## src/rtl/audio_sample_stream_buffer.sv

```systemverilog
// Stereo PCM elastic buffer feeding the HDMI packet picker: FIFO, prefill gate,
// one output word per clk_audio edge, silence plus re-prime on underrun.
module audio_sample_stream_buffer #(
    parameter int unsigned AUDIO_BIT_WIDTH = 16,
    parameter int unsigned DEPTH           = 16,
    parameter int unsigned PREFILL         = 8
) (
    input  logic                         clk_audio,
    input  logic                         reset,
    input  logic                         in_valid,
    output logic                         in_ready,
    input  logic [AUDIO_BIT_WIDTH-1:0]   in_left,
    input  logic [AUDIO_BIT_WIDTH-1:0]   in_right,
    output logic [AUDIO_BIT_WIDTH-1:0]   audio_sample_word [1:0],
    output logic                         out_active,
    output logic [$clog2(DEPTH):0]       fill_level,
    output logic [15:0]                  underrun_count
);

    localparam int unsigned AW     = $clog2(DEPTH);
    localparam int unsigned FILL_W = AW + 1;
    localparam logic [AW:0] FULL_LVL    = FILL_W'(DEPTH);
    localparam logic [AW:0] PREFILL_LVL = FILL_W'(PREFILL);

    typedef enum logic {
        FILLING   = 1'b0,
        STREAMING = 1'b1
    } state_t;

    state_t state, state_next;

    logic [2*AUDIO_BIT_WIDTH-1:0] mem [DEPTH];
    logic [2*AUDIO_BIT_WIDTH-1:0] head;
    logic [AW-1:0]                wr_ptr, rd_ptr;
    logic [15:0]                  count_q;
    logic                         push, pop, underrun;

    assign in_ready       = (fill_level != FULL_LVL);
    assign head           = mem[rd_ptr];
    assign underrun_count = count_q;

    always_comb begin
        state_next = state;
        push       = in_valid && in_ready;
        pop        = 1'b0;
        underrun   = 1'b0;
        unique case (state)
            FILLING: begin
                if (fill_level >= PREFILL_LVL) state_next = STREAMING;
            end
            STREAMING: begin
                if (fill_level != '0) begin
                    pop = 1'b1;
                end else begin
                    underrun   = 1'b1;
                    state_next = FILLING;
                end
            end
            default: state_next = FILLING;
        endcase
    end

    // Storage carries no reset; only occupied slots are ever read.
    always_ff @(posedge clk_audio) begin
        if (push) mem[wr_ptr] <= {in_left, in_right};
    end

    always_ff @(posedge clk_audio) begin
        if (reset) begin
            state                <= FILLING;
            out_active           <= 1'b0;
            wr_ptr               <= '0;
            rd_ptr               <= '0;
            fill_level           <= '0;
            count_q              <= '0;
            audio_sample_word[0] <= '0;
            audio_sample_word[1] <= '0;
        end else begin
            state      <= state_next;
            out_active <= (state_next == STREAMING);

            if (push) wr_ptr <= wr_ptr + 1'b1;
            if (pop)  rd_ptr <= rd_ptr + 1'b1;

            if (push && !pop)      fill_level <= fill_level + 1'b1;
            else if (pop && !push) fill_level <= fill_level - 1'b1;

            if (pop) begin
                audio_sample_word[0] <= head[2*AUDIO_BIT_WIDTH-1:AUDIO_BIT_WIDTH];
                audio_sample_word[1] <= head[AUDIO_BIT_WIDTH-1:0];
            end else if (underrun) begin
                audio_sample_word[0] <= '0;
                audio_sample_word[1] <= '0;
            end

            if (underrun && count_q != '1) count_q <= count_q + 1'b1;
        end
    end

endmodule

```

## config.mk

```make
export PLATFORM = sky130hd
export DESIGN_NAME = audio_sample_stream_buffer
export DESIGN_NICKNAME = d
export VERILOG_FILES = /design/src/rtl/audio_sample_stream_buffer.sv
export SDC_FILE = /design/constraint.sdc
export NUM_CORES = 1
export LEC_CHECK = 0
export CAP_MARGIN = 5
export CORE_MARGIN = 10
export CORE_UTILIZATION = 50
export DETAILED_ROUTE_END_ITERATION = 16
export PLACE_DENSITY = 0.78
export SYNTH_ARGS = -nofsm -noshare
export SYNTH_HDL_FRONTEND = slang
export SYNTH_SLANG_ARGS = --single-unit
```

## constraint.sdc

```tcl
create_clock -name clk_audio -period 5.75 [get_ports clk_audio]
set_input_delay 1.15 -clock clk_audio [delete_from_list [all_inputs] [get_ports clk_audio]]
set_output_delay 1.15 -clock clk_audio [all_outputs]
set_load 0.005 [all_outputs]
```

==> results.md <==
- Status: finished clean
- Die width: 230 um
- Syn Area/Cell: 20.3 um^2
- Synth Area in Compound Gates: 1.78%
- Starting DRC count in detailed routing: 841
- Vias per cell: 5.75
- Final period util: 59.7%
- Placer Congestion: 0.731
- Crit path time final: 3430 ps
- Worst Setup SP: fill_level[0]
- GRT overflow: 0
- Peak supply drop: 0.273 mV
- Cells after Synth: 1083
- Sequential-to-total area share from yosys stat: 75.9%
- Post-synth top area share: 69.9%
- Post-synth EDFFs: 512
- Latest clock arrival within the worst-skew pair: 600 ps
- DR DRC count: 0
- Vias after detailed routing: 10500
- Leakage power: 8.04 nW
- Critical path's slowest cell: clkdlybuf4s50_1
- Top cells by area, synth: edfxtp_1 (70%), mux4_2 (13%), dfxtp_1 (6.0%)
- Crit-path cells: or3_4, or3_2, clkdlybuf4s50_1
- Worst R2R End: fill_level[4]
- Layout cells sized above 1: 20.6%
- Worst Path Required: 4600 ps
- Worst-case reg-to-reg path depth: 10
- Final setup viols: 0
- Setup Skew: 23.7 ps
- Pin count of the biggest net entering global routing: 54
- Max-slew violations: 0
- Synth warn: 0
- Synth Cell Area: 22000 um^2
- Post-Synth Simple-Gate Area: 3.41%
- Worst min-delay path category: flop to flop
- Overall Global Routing Usage: 16.6%
- Worst Setup Start Kind: flop
- Mean routed wirelength per cell: 23.9 um
- Antenna violations before repair: 1
- Synth Net Count: 1129
- Main synth FF type: edfxtp_1
- # fillers: 3044
- Area grow syn2layout: 15.9%
- Slew @ Worst Pin: 1240 ps
- TritonCTS Buffers: 56
- Drt pass-1 iters: 5
- Fin nets: 1241
- # Max-Cap Violations: 0
- Post-CTS Setup Inserts: 0
- Clock Path Buffers: 3
- Synth Area in Adders: 0.660%
- H-tree depth: 2
- Met3 usage: 3.64%
- Count leader, synth: edfxtp_1
- Worst slack, placed: 2060 ps
- CTS root buf: clkbuf_16
- TritonCTS clock tree: built
- Buf+Inv Stages, Crit Path: 1
- First-pass GRT wire length: 67800 um
- Port Buffers: 89
- Post-Route WL: 43600 um
- Diodes inserted: 0
- Highest cell delay on the worst timing path: 460 ps
- Chip Height: 230 um
- Worst r2r src: fill_level[0]
- CP Capture Type: primary output
- Reg clk slew, reported paths: 60 ps
- Delay-heaviest family, CP: simple AND/OR/NAND/NOR gates
- M2 GR Usage: 27.5%
- Site Rows: 76
- Grt met1 use: 21.8%
- Final setup TNS: 0 ps
- Crit Path Class: flop to primary output
- Setup crit end: in_ready
- Routed Antenna Nets: 0
- Ports: 90
- # resized after CTS: 0
- CTS Hold Buffers Added: 0
- Cell variety after synth: 41
- CP arrival: 2280 ps
- Max frequency: 0.291 GHz
- Vias in the first global route: 11200
- # clock sinks: 578
- Post-synthesis mux area share: 16.1%
- Rel. slew slack: 17.0%
- Initial core utilization: 50.8%
- Synth area leader: edfxtp_1
- Asr flop ratio synth: 0%
- CORE AREA: 43300 um^2
- R2r setup slk: 2870 ps
- Top cells by count, synth: edfxtp_1 (512), mux4_2 (128), nor2_1 (109)
- #FFs+latches synth: 578
- Unrepaired setup endpoints after global routing: false
- Stages on the worst setup path: 3
- Synth Area in XOR/XNOR: 0.916%
- Worst Setup Slack, final: 2320 ps
- Largest family of logic cells by synthesized area: multiplexers
- Layer with the highest usage: met2
- PwrDens: 375 nW/um^2
- DP Wirelength: 24300 um
- Final hold viol count: 0
- Total Die Area: 52800 um^2
- Crit-path max FO: 6
==> cell families (layout without fill, tap and decap cells) <==
logic type / Yosys count / after routing
muxes: 194 / 194
AOI/OAI and AO/OA: 50 / 50
xor gates and xnor gates: 23 / 23
adders and majority gates: 11 / 11
and+or+nand+nor: 165 / 165
buffers and inverters: 62 / 221
DFF: 578 / 578
==> per-stage QoR <==
| stage | area (um^2) | utilization [%] | instances | power, mW | hold WS, ps |
|---|---|---|---|---|---|
| finish | 25500 | 58.9 | 1827 | 9.56 | 466 |
| global placement | 23700 | 54.7 | 1721 | 6.06 | 446 |
| CTS | 25500 | 58.8 | 1826 | 9.64 | 470 |
| floorplan | 22000 | - | 1083 | 5.63 | 461 |
| detailed placement | 23700 | 54.7 | 1721 | 6.10 | 456 |
| global route | 25500 | 58.9 | 1827 | 9.89 | 486 |
==> registers in the layout, summed over array words and instances, names as in the netlist, named ones only <==
register	flops
underrun_count	16
state	1
audio_sample_word	32
fill_level	5
rd_ptr	4
wr_ptr	4
mem	512
==> layout make-up <==
| type | instances | area, um^2 | share of cell area (%) |
|---|---|---|---|
| inverters | 8 | 30.0 | 0.118 |
| clock inverters | 23 | 196 | 0.771 |
| clock buffers | 82 | 1590 | 6.24 |
| repair buffers | 108 | 1080 | 4.23 |
| well taps | 585 | 732 | 2.87 |
| multi-input cells | 443 | 5150 | 20.2 |
| flip-flops and latches | 578 | 16700 | 65.6 |
==> layout by cell type, fill, tap and decap left out, types with 8 or more instances in the layout <==
master and instances:
clkinv_2 12, clkbuf_16 58, mux4_2 128, ha_1 10, dfxtp_1 63, nand2_1 15
buf_4 16, nor2_4 13, mux2i_1 66, clkdlybuf4s50_1 89, clkbuf_1 19, nor2_1 96
edfxtp_1 512, inv_1 8, a21oi_1 10, a211o_1 32, xnor2_1 18
==> per-layer routing <==
metal / vias to the layer above / share of wire, %
li1: 4599 / -
met1: 5537 / 42
met2: 309 / 50
met3: 62 / 5.8
met4: 2 / 1.9
met5: - / 0.030
==> power breakdown <==
group | switching [mW] | leakage (nW) | internal, mW | total (mW)
clock | 1.51 | 0.879 | 2.05 | 3.56
combinational | 0.536 | 2.00 | 0.551 | 1.09
sequential | 0.156 | 5.16 | 4.76 | 4.91
==> how the worst min path moves through the flow <==
stage / startpoint / end / slack (ps) / depth (start not counted)
after floorplan: audio_sample_word[0] / audio_sample_word[0] / 460 / 1
after global placement: audio_sample_word[16] / audio_sample_word[16] / 450 / 1
after detailed placement: audio_sample_word[23] / audio_sample_word[23] / 460 / 1
after CTS: audio_sample_word[31] / audio_sample_word[31] / 470 / 1
after global routing: audio_sample_word[23] / audio_sample_word[23] / 490 / 1
final: audio_sample_word[31] / audio_sample_word[31] / 470 / 1
(Power assumes the default switching activity.)
